File: src/rtl/riscv_pkg.sv
// rtl/riscv_pkg.sv - RV64I opcode constants, decode classes and immediate formats
package riscv_pkg;

    localparam logic [6:0] OPC_LUI       = 7'b0110111;
    localparam logic [6:0] OPC_AUIPC     = 7'b0010111;
    localparam logic [6:0] OPC_JAL       = 7'b1101111;
    localparam logic [6:0] OPC_JALR      = 7'b1100111;
    localparam logic [6:0] OPC_BRANCH    = 7'b1100011;
    localparam logic [6:0] OPC_LOAD      = 7'b0000011;
    localparam logic [6:0] OPC_STORE     = 7'b0100011;
    localparam logic [6:0] OPC_OP_IMM    = 7'b0010011;
    localparam logic [6:0] OPC_OP        = 7'b0110011;
    localparam logic [6:0] OPC_OP_IMM_32 = 7'b0011011;
    localparam logic [6:0] OPC_OP_32     = 7'b0111011;
    localparam logic [6:0] OPC_MISC_MEM  = 7'b0001111;
    localparam logic [6:0] OPC_SYSTEM    = 7'b1110011;

    // OC_NONE is zero so the reset value of the decode register is all-zero
    typedef enum logic [3:0] {
        OC_NONE      = 4'd0,
        OC_LUI       = 4'd1,
        OC_AUIPC     = 4'd2,
        OC_JAL       = 4'd3,
        OC_JALR      = 4'd4,
        OC_BRANCH    = 4'd5,
        OC_LOAD      = 4'd6,
        OC_STORE     = 4'd7,
        OC_OP_IMM    = 4'd8,
        OC_OP        = 4'd9,
        OC_OP_IMM_32 = 4'd10,
        OC_OP_32     = 4'd11,
        OC_MISC_MEM  = 4'd12,
        OC_SYSTEM    = 4'd13
    } opclass_e;

    typedef enum logic [2:0] {
        IMM_Z = 3'd0,
        IMM_I = 3'd1,
        IMM_S = 3'd2,
        IMM_B = 3'd3,
        IMM_U = 3'd4,
        IMM_J = 3'd5
    } imm_fmt_e;

    // Every format fits in 32 bits sign-extended from bit 31; callers widen to XLEN
    function automatic logic [31:0] imm32(input logic [31:0] ins, input imm_fmt_e fmt);
        case (fmt)
            IMM_I:   imm32 = {{20{ins[31]}}, ins[31:20]};
            IMM_S:   imm32 = {{20{ins[31]}}, ins[31:25], ins[11:7]};
            IMM_B:   imm32 = {{19{ins[31]}}, ins[31], ins[7], ins[30:25], ins[11:8], 1'b0};
            IMM_U:   imm32 = {ins[31:12], 12'h000};
            IMM_J:   imm32 = {{11{ins[31]}}, ins[31], ins[19:12], ins[20], ins[30:21], 1'b0};
            default: imm32 = 32'h0;
        endcase
    endfunction

endpackage

File: src/rtl/regfile.sv
// rtl/regfile.sv - 32 x XLEN integer register file, two async read ports, one write port
module regfile
    import riscv_pkg::*;
#(
    parameter int XLEN = 64
) (
    input  logic            clk,
    input  logic            resetn,
    input  logic            we,
    input  logic [4:0]      waddr,
    input  logic [XLEN-1:0] wdata,
    input  logic [4:0]      raddr_a,
    output logic [XLEN-1:0] rdata_a,
    input  logic [4:0]      raddr_b,
    output logic [XLEN-1:0] rdata_b
);

    logic [XLEN-1:0] regs [32];

    always_ff @(posedge clk or negedge resetn) begin
        if (!resetn) begin
            for (int i = 0; i < 32; i++) regs[i] <= '0;
        end else if (we && (waddr != 5'd0)) begin
            regs[waddr] <= wdata;
        end
    end

    assign rdata_a = (raddr_a == 5'd0) ? '0 : regs[raddr_a];
    assign rdata_b = (raddr_b == 5'd0) ? '0 : regs[raddr_b];

endmodule

File: src/rtl/idecode.sv
// rtl/idecode.sv - RV64I decode stage with register read, writeback bypass and decode register
module idecode
    import riscv_pkg::*;
#(
    parameter int XLEN = 64
) (
    input  logic            clk,
    input  logic            resetn,
    input  logic            instr_valid,
    input  logic [31:0]     instruction,
    input  logic [XLEN-1:0] pc_current,
    input  logic            stall,
    input  logic            flush,
    input  logic            wb_en,
    input  logic [4:0]      wb_rd,
    input  logic [XLEN-1:0] wb_data,
    output logic            dec_valid,
    output logic [XLEN-1:0] dec_pc,
    output logic [4:0]      dec_rs1,
    output logic [4:0]      dec_rs2,
    output logic [4:0]      dec_rd,
    output logic [XLEN-1:0] dec_rs1_data,
    output logic [XLEN-1:0] dec_rs2_data,
    output logic [XLEN-1:0] dec_imm,
    output opclass_e        dec_opclass,
    output logic [2:0]      dec_funct3,
    output logic            dec_alt,
    output logic            dec_rd_we,
    output logic            dec_illegal
);

    logic [6:0]      opcode;
    logic [2:0]      funct3;
    logic [6:0]      funct7;
    logic [4:0]      rs1, rs2, rd;
    logic [XLEN-1:0] rf_a, rf_b, rs1_val, rs2_val, imm_n;
    logic [31:0]     imm_lo;
    opclass_e        opclass_n;
    imm_fmt_e        fmt;
    logic            writes_rd, illegal_n, rd_we_n;

    assign opcode = instruction[6:0];
    assign funct3 = instruction[14:12];
    assign funct7 = instruction[31:25];
    assign rs1    = instruction[19:15];
    assign rs2    = instruction[24:20];
    assign rd     = instruction[11:7];

    regfile #(.XLEN(XLEN)) u_regfile (
        .clk     (clk),
        .resetn  (resetn),
        .we      (wb_en),
        .waddr   (wb_rd),
        .wdata   (wb_data),
        .raddr_a (rs1),
        .rdata_a (rf_a),
        .raddr_b (rs2),
        .rdata_b (rf_b)
    );

    // A write landing this cycle is not yet in the array, so forward it
    assign rs1_val = (wb_en && (wb_rd != 5'd0) && (wb_rd == rs1)) ? wb_data : rf_a;
    assign rs2_val = (wb_en && (wb_rd != 5'd0) && (wb_rd == rs2)) ? wb_data : rf_b;

    // Every listed opcode ends in 2'b11, so non-32-bit encodings fall into default
    always_comb begin
        opclass_n = OC_NONE;
        fmt       = IMM_Z;
        writes_rd = 1'b0;
        illegal_n = 1'b0;
        case (opcode)
            OPC_LUI:       begin opclass_n = OC_LUI;       fmt = IMM_U; writes_rd = 1'b1; end
            OPC_AUIPC:     begin opclass_n = OC_AUIPC;     fmt = IMM_U; writes_rd = 1'b1; end
            OPC_JAL:       begin opclass_n = OC_JAL;       fmt = IMM_J; writes_rd = 1'b1; end
            OPC_JALR: begin
                opclass_n = OC_JALR;   fmt = IMM_I; writes_rd = 1'b1;
                illegal_n = (funct3 != 3'b000);
            end
            OPC_BRANCH: begin
                opclass_n = OC_BRANCH; fmt = IMM_B;
                illegal_n = (funct3 == 3'b010) || (funct3 == 3'b011);
            end
            OPC_LOAD: begin
                opclass_n = OC_LOAD;   fmt = IMM_I; writes_rd = 1'b1;
                illegal_n = (funct3 == 3'b111);
            end
            OPC_STORE: begin
                opclass_n = OC_STORE;  fmt = IMM_S;
                illegal_n = funct3[2];
            end
            OPC_OP_IMM:    begin opclass_n = OC_OP_IMM;    fmt = IMM_I; writes_rd = 1'b1; end
            OPC_OP_IMM_32: begin opclass_n = OC_OP_IMM_32; fmt = IMM_I; writes_rd = 1'b1; end
            OPC_OP, OPC_OP_32: begin
                opclass_n = (opcode == OPC_OP) ? OC_OP : OC_OP_32;
                writes_rd = 1'b1;
                illegal_n = (funct7 != 7'b0000000) && (funct7 != 7'b0100000);
            end
            OPC_MISC_MEM:  opclass_n = OC_MISC_MEM;
            OPC_SYSTEM:    begin opclass_n = OC_SYSTEM;    fmt = IMM_I; end
            default:       illegal_n = 1'b1;
        endcase
        if (illegal_n) begin
            opclass_n = OC_NONE;
            writes_rd = 1'b0;
        end
    end

    assign rd_we_n = writes_rd && (rd != 5'd0);
    assign imm_lo  = imm32(instruction, fmt);
    assign imm_n   = {{(XLEN-32){imm_lo[31]}}, imm_lo};

    always_ff @(posedge clk or negedge resetn) begin
        if (!resetn) begin
            dec_valid    <= 1'b0;
            dec_pc       <= '0;
            dec_rs1      <= '0;
            dec_rs2      <= '0;
            dec_rd       <= '0;
            dec_rs1_data <= '0;
            dec_rs2_data <= '0;
            dec_imm      <= '0;
            dec_opclass  <= OC_NONE;
            dec_funct3   <= '0;
            dec_alt      <= 1'b0;
            dec_rd_we    <= 1'b0;
            dec_illegal  <= 1'b0;
        end else if (flush) begin
            dec_valid    <= 1'b0;
            dec_rd_we    <= 1'b0;
            dec_illegal  <= 1'b0;
        end else if (stall) begin
            // Held operands must not go stale while writeback retires their producers
            if (dec_valid && wb_en) begin
                if ((dec_rs1 != 5'd0) && (wb_rd == dec_rs1)) dec_rs1_data <= wb_data;
                if ((dec_rs2 != 5'd0) && (wb_rd == dec_rs2)) dec_rs2_data <= wb_data;
            end
        end else if (instr_valid) begin
            dec_valid    <= 1'b1;
            dec_pc       <= pc_current;
            dec_rs1      <= rs1;
            dec_rs2      <= rs2;
            dec_rd       <= rd;
            dec_rs1_data <= rs1_val;
            dec_rs2_data <= rs2_val;
            dec_imm      <= imm_n;
            dec_opclass  <= opclass_n;
            dec_funct3   <= funct3;
            dec_alt      <= instruction[30];
            dec_rd_we    <= rd_we_n;
            dec_illegal  <= illegal_n;
        end else begin
            dec_valid    <= 1'b0;
        end
    end

endmodule

File: config.mk
export PLATFORM = sky130hd
export DESIGN_NAME = idecode
export DESIGN_NICKNAME = d
export VERILOG_FILES = /design/src/rtl/riscv_pkg.sv /design/src/rtl/regfile.sv /design/src/rtl/idecode.sv
export SDC_FILE = /design/constraint.sdc
export NUM_CORES = 2
export LEC_CHECK = 0
export CORE_MARGIN = 2
export CORE_UTILIZATION = 45
export CTS_BUF_LIST = sky130_fd_sc_hd__clkbuf_4 sky130_fd_sc_hd__clkbuf_8 sky130_fd_sc_hd__clkbuf_16
export DETAILED_ROUTE_END_ITERATION = 6
export SETUP_SLACK_MARGIN = 0.5
export SYNTH_ARGS = -nofsm -noshare
export SYNTH_HDL_FRONTEND = slang
export SYNTH_SLANG_ARGS = --single-unit
File: constraint.sdc
create_clock -name clk -period 2.05 [get_ports clk]
set_input_delay 0.3075 -clock clk [delete_from_list [all_inputs] [get_ports clk]]
set_output_delay 0.3075 -clock clk [all_outputs]
set_load 0.01 [all_outputs]
Yosys cells after proc, flatten, opt, wreduce, memory -nomap -nowiden
Cells that the tools add are included.
W data, S select, Z words.
- bits in registers: 2298
- bits in latches: 0
- bits in writable memories: 0
- ROM bits: 0
- bits of input ports: 171
- output and inout bits: 282
- word-level logic and storage cells: 151
- memories: 0
- $add $sub $neg: 0
- multipliers: 0
- divide/modulo/power cells: 0
- magnitude comparators: 4
- equality and inequality tests: 30
- shift-type cells: 0
- multiplexer cells: 38
- bitwise gates (word level): 5
- reductions and logical operators: 29
- operators by type and width (cell ; number):
    $bwmux W2048 ; 1
    $mux W64 ; 17
    $bmux W64 S5 ; 2
    $demux W64 S5 ; 1
    $pmux W32 S5 ; 1
    $pmux W4 S12 ; 1
    $eq A7 B6 Y1 const B ; 4
    $eq A7 B7 Y1 const B ; 4
    $eq A7 B5 Y1 const B ; 3
    $eq A5 B5 Y1 ; 4
    $reduce_bool A5 Y1 ; 4
    $ge A6 B6 Y1 const B ; 3
    $not A5 Y6 ; 3
    $pmux W3 S5 ; 1
    $eq A3 B2 Y1 const B ; 4
    $mux W1 ; 11
    $logic_not A5 Y1 ; 2
    $eq A3 B3 Y1 const B ; 3
    $logic_and A1 B1 Y1 ; 9
    $reduce_or A9 Y1 ; 1
    $ne A2 B1 Y1 const B ; 4
    $reduce_and A4 Y1 ; 2
    $eq A7 B2 Y1 const B ; 1
    $eq A7 B4 Y1 const B ; 1
    other kinds (16) ; 19

Longest topological paths before layout
- word-level depth: 8
- mapped depth: 10
- gate-level depth less buffers: 6

Cells and area by module
A second synthesis with hierarchy kept.
- cell total of the unflattened synthesis: 8081
- area total of the unflattened synthesis: 120101.4 µm²
- by module, submodules not included (module ; instances ; cells each ; area an instance (µm²) ; sequential area each (µm²)):
    regfile ; 1 ; 7022 ; 107897.2 ; 51249.2
    idecode ; 1 ; 1059 ; 12204.2 ; 6256.0

Worst setup path before layout
Ideal clock, no wire load.
- path type: input to register
- start point: in instruction[15]
- end point: reg dec_rs1_data[54]
- library setup time: 0.127 ns
- data arrival time: 2.166 ns
- data required time: 1.923 ns
- path slack: -0.243 ns
- stages on the path: 8
- path buffers: 4
- cell sequence: clkbuf_1 buf_4 buf_6 buf_2 mux4_2 mux4_2 mux2i_1 o22ai_1
- longest elaborated chain between the ends: 8
- elaborated cells on any way between the ends: 11
- RTL lines (element ; line ; text):
    from (decl) ; idecode.sv:10 ; input logic [31:0] instruction,
    $not A5 Y6 (not written as such) ; regfile.sv:28 ; assign rdata_a = (raddr_a == 5'd0) ? '0 : regs[raddr_a];
    $bmux W64 S5 ; regfile.sv:28 ;
    $mux W64 (not written as such) (2 in a row) ; regfile.sv:28 ;
    $mux W64 ; regfile.sv:28 ;
    $mux W64 * ; idecode.sv:62 ; assign rs1_val = (wb_en && (wb_rd != 5'd0) && (wb_rd == rs1)) ? wb_data : rf_a;
    $mux W64 * ; idecode.sv:137 ; end else if (instr_valid) begin
    $mux W64 * ; idecode.sv:131 ; end else if (stall) begin
    to (signal assigned) ; idecode.sv:134 ; if ((dec_rs1 != 5'd0) && (wb_rd == dec_rs1)) dec_rs1_data <= wb_data;
    to (signal assigned) ; idecode.sv:143 ; dec_rs1_data <= rs1_val;
    to (decl) ; idecode.sv:22 ; output logic [XLEN-1:0] dec_rs1_data,
Mark *: on every way between the ends. The rest lies on a longest branch, timed or not. The select of a mux whose other input is x is not followed.
A chain may end at the register's enable or synchronous reset.

Worst setup path in the final report
- start point: reg dec_rs2[1]
- end point: reg dec_rs2_data[10]
- longest elaborated chain between the ends: 4
- elaborated cells on any way between the ends: 5
- RTL lines (element ; line ; text):
    from (decl) ; idecode.sv:20 ; output logic [4:0] dec_rs2,
    from (signal assigned) ; idecode.sv:141 ; dec_rs2 <= rs2;
    $eq A5 B5 Y1 or $reduce_bool A5 Y1 (tied branches) ; idecode.sv:135 ; if ((dec_rs2 != 5'd0) && (wb_rd == dec_rs2)) dec_rs2_data <= wb_data;
    $logic_and A1 B1 Y1 * ; idecode.sv:135 ;
    $ne A2 B1 Y1 (no line) * ; - ;
    $reduce_and A4 Y1 (no line) * ; - ;
    to (signal assigned) ; idecode.sv:135 ;
    to (signal assigned) ; idecode.sv:144 ; dec_rs2_data <= rs2_val;
    to (decl) ; idecode.sv:23 ; output logic [XLEN-1:0] dec_rs2_data,
Mark *: on every way between the ends. The rest lies on a longest branch, timed or not.

==> metrics.log <==
[metrics] maximum net fanout on the critical path: 8
[metrics] Setup WS pre-CTS: -0.887 ns
[metrics] vias per cell: 6.46
[metrics] Commonest cells post-synth: sky130_fd_sc_hd__dfrtp_1, sky130_fd_sc_hd__mux2_2, sky130_fd_sc_hd__mux4_2, sky130_fd_sc_hd__clkbuf_1, sky130_fd_sc_hd__nand2_1
[metrics] Hold Slack: 0.0931 ns
[metrics] CTS tree: done
[metrics] delay contributed by the slowest stage of the critical path: 0.41 ns
[metrics] worst-case vdd ir drop: 0.716 mV
[metrics] Yosys top cell by area: sky130_fd_sc_hd__dfrtp_1
[metrics] HPWL after detailed placement: 268000 um
[metrics] final clock period utilization by the worst path: 1.00
[metrics] nature of the critical path endpoint: register
[metrics] cell types with the largest area share after synthesis: sky130_fd_sc_hd__dfrtp_1, sky130_fd_sc_hd__mux4_2, sky130_fd_sc_hd__mux2_2, sky130_fd_sc_hd__clkbuf_1, sky130_fd_sc_hd__nand2_1
[metrics] multiplexer fraction of the synthesized cell area: 0.419
[metrics] footprint of the multi-input gates: 0.0587 mm^2
[metrics] die extent in y: 517 um
[metrics] critical path, cell by cell: buf_6, xnor2_2, nand4_1, a21oi_2, o21a_4, buf_12, clkbuf_16, nor2_4, a31oi_1
[metrics] number of nets in the layout: 8901
[metrics] number of H-tree levels: 5
[metrics] post-route setup slack: -0.00338 ns
[metrics] Seq. cell area: 0.0576 mm^2
[metrics] GR Overflow Total: 0
[metrics] leading register cell type out of synthesis: sky130_fd_sc_hd__dfrtp_1
[metrics] share of flip-flops with an asynchronous set or reset: 1.00
[metrics] met2 Usage GRT: 0.495
[metrics] type of the most critical hold path: in2reg
[metrics] fmax: 0.487 GHz
[metrics] wire per inst: 34.0 um
[metrics] standby leakage power: 65.2 nW
[metrics] placer's final routability congestion estimate: 0.858
[metrics] Least-Margin Pin Slew: 0.759 ns
[metrics] Critical R2R Launch: dec_rs2[1]
[metrics] clock slew at reported path FFs: 0.06 ns
[metrics] FF-to-FF setup slack: -0.003 ns
[metrics] syn avg cell area: 15.2 um^2
[metrics] count of state elements after synthesis: 2298
[metrics] fraction of final layout cells sized beyond drive strength 1: 0.572
[metrics] destination of the critical timing path: dec_rs2_data[10]
[metrics] Power, Total: 143 mW
[metrics] data arrival time of the critical path: 2.81 ns
[metrics] Worst Skew: 0.0414 ns
[metrics] total power density per cell area: 963 mW/mm^2
[metrics] xor and xnor fraction of the mapped netlist area: 0.00141
[metrics] final hold vios: 0
[metrics] Synth Cell Area: 0.118 mm^2
[metrics] clock latency on the worst-skew pair: 0.85 ns
[metrics] count of unresolved DRC violations after routing: 0
[metrics] Final setup viols: 3
[metrics] core area: 0.262 mm^2
[metrics] area grow syn2layout: 25.5%
[metrics] overall track demand over capacity in global routing: 0.312
[metrics] CP Data Required Time: 2.80 ns
[metrics] Synthesized Nets: 7930
[metrics] Slowest-stage cell, CP: sky130_fd_sc_hd__dfrtp_2
[metrics] I/O Pins: 453
[metrics] buffers added on ports: 452
[metrics] antenna violations before repair: 6
[metrics] first drt pass iteration count: 6
[metrics] starting density of the core: 0.452
[metrics] combinational family with the most area after synthesis: multiplexers
[metrics] buffer depth of the longest clock path: 4
[metrics] root buffer selected by CTS: sky130_fd_sc_hd__clkbuf_16
[metrics] endpoint of the lowest-slack register-to-register path: dec_rs2_data[10]
[metrics] compound-cell area share of the yosys netlist: 0.0345
[metrics] final wirelength: 424000 um
[metrics] wire length of the first global-routing pass: 605000 um
[metrics] vias: 80400
[metrics] top-count cell post-synth: sky130_fd_sc_hd__dfrtp_1
[metrics] Synth warnings: 0
[metrics] unrepaired setup endpoints after global routing: yes
[metrics] launching instance or port of the critical path: dec_rs2[1]
[metrics] row count: 188
[metrics] violated checks: setup timing
[metrics] grt met3 use: 0.0579
[metrics] antenna viol nets, final: 0
[metrics] starting DRC count in detailed routing: 8397
[metrics] Final Max Slew Viols: 0
[metrics] Startpoint Class: register
[metrics] fraction of met1 tracks used by global routing: 0.423
[metrics] category of the most critical setup path: reg2reg
[metrics] highest-utilization routing layer at the global route stage: met2
[metrics] TritonCTS Sinks: 2298
[metrics] floorplan die area: 0.267 mm^2
[metrics] adder-cell share of the synthesized area: 0
[metrics] number of distinct standard cells referenced by the synthesized netlist: 62
[metrics] Max-Slew Margin vs Limit: 0.494
[metrics] proportion of synthesized chip area in sequential cells: 0.486
[metrics] gate count of the mapped netlist: 7759
[metrics] via count of the first global-routing pass: 82900
[metrics] Die Span X: 517 um
[metrics] portion of synthesized cell area occupied by the leading cell type: 0.486
[metrics] Simple-Gate Fraction of Synth Area: 0.0229
[metrics] cells on worst reg2reg path: 9
[metrics] outcome: finished with violations
[metrics] total of max-cap violations: 0
[metrics] filler instances: 20600
[metrics] maximum number of pins on one net before global-route repair: 112
[metrics] EDFF count, synth: 0
[metrics] minimum period implied by the final worst setup slack: 2.05 ns
[metrics] cts bufs inserted: 269
[cell type report]
cell class              count  share of cell area
multi-input cells        4545               0.396
flip-flops and latches   2298               0.388
repair buffers           1611               0.125
clock buffers             388              0.0547
well taps                3515              0.0296
clock inverters            69             0.00646
diodes                     11            0.000186
inverters                   5            0.000177
[metrics by stage]
step	setup TNS, ns	cells	util	instance area, um^2
CTS	-0.330	12300	0.561	147000
global route	-0.823	12400	0.567	148000
floorplan	-6.48	7759	-	121000
finish	-0.00656	12400	0.567	148000
global placement	-914.00	11800	0.522	137000
detailed placement	-925.49	11800	0.522	137000
[layout by cell type, fill, tap and decap left out, types with 36 or more instances in the layout]
cell                                 n
sky130_fd_sc_hd__o22ai_1           178
sky130_fd_sc_hd__clkbuf_16         288
sky130_fd_sc_hd__buf_6             141
sky130_fd_sc_hd__a211o_1            60
sky130_fd_sc_hd__dlygate4sd3_1      67
sky130_fd_sc_hd__nor2_4             60
sky130_fd_sc_hd__buf_12            385
sky130_fd_sc_hd__mux2i_1           130
sky130_fd_sc_hd__mux2_4            267
sky130_fd_sc_hd__nand2_1           470
sky130_fd_sc_hd__clkbuf_4           55
sky130_fd_sc_hd__mux2_2           1720
sky130_fd_sc_hd__dfrtp_2            77
sky130_fd_sc_hd__clkdlybuf4s50_1   156
sky130_fd_sc_hd__a21oi_1           124
sky130_fd_sc_hd__buf_4             662
sky130_fd_sc_hd__dlygate4sd2_1     115
sky130_fd_sc_hd__clkbuf_8           56
sky130_fd_sc_hd__dfrtp_1          2221
sky130_fd_sc_hd__clkbuf_2           36
sky130_fd_sc_hd__a31oi_1            60
sky130_fd_sc_hd__a311o_1            59
sky130_fd_sc_hd__mux4_2           1147
[critical path: cells and delay by family, from the launching register on]
family	cells	cell delay, ns
compound gates	3	0.55
xor+xnor	1	0.11
buf+inv	3	0.62
flops	1	0.41
simple gates	2	0.23
[power by group]
| group | internal [mW] | leakage [nW] | switching [mW] |
|---|---|---|---|
| combinational | 19.5 | 31.4 | 12.1 |
| clock | 30.1 | 4.55 | 19.8 |
| sequential | 54.1 | 29.2 | 7.28 |
[registers in the layout (all words and copies together), names as in the netlist]
signal          count
dec_rs2_data       64
dec_imm            32
dec_pc             64
dec_illegal         1
dec_rd              5
dec_rs1             5
dec_rs2             5
dec_alt             1
dec_rs1_data       64
dec_valid           1
dec_funct3          3
u_regfile.regs   2048
dec_opclass         4
dec_rd_we           1
[layer usage]
layer	share of wire	up-vias	routed length, um
met5	0.00013	-	55
met2	0.47	3704	201000
met3	0.077	925	32500
li1	-	31900	-
met4	0.050	4	21200
met1	0.40	43900	169000
[what timing repair did]
action                                  in CTS  in global routing
endpoints found under the setup margin    1579               1764
endpoints found under the hold margin     1424                  0
gates cloned                                 6                 16
resized for setup                          760                451
pin swaps                                   34                 22
hold buffers                                67                  0
setup buffers                               21                 68
[logic make-up (layout without fill, tap and decap cells)]
group | after synthesis | in the layout
muxes | 3272 | 3272
DFF | 2298 | 2298
buffers and inverters | 916 | 2073
and+or+nand+nor | 658 | 658
AOI/OAI and AO/OA | 596 | 596
xor gates and xnor gates | 19 | 19
other | 0 | 11
[how the worst min path moves through the flow]
| stage | from | end | slack (ns) | depth (start not counted) |
|---|---|---|---|---|
| 2_1_floorplan | resetn | dec_alt | 0.01 | 0 |
| 3_3_place_gp | resetn | u_regfile.regs[1999] | 0.21 | 1 |
| 3_5_place_dp | resetn | u_regfile.regs[1807] | 0.21 | 1 |
| 4_1_cts | instruction[10] | dec_rd[3] | 0.03 | 3 |
| 5_1_grt | instruction[10] | dec_rd[3] | 0.06 | 3 |
| 6_report | instruction[10] | dec_rd[3] | 0.09 | 3 |
Note: power is estimated with default switching activity, not from simulation.
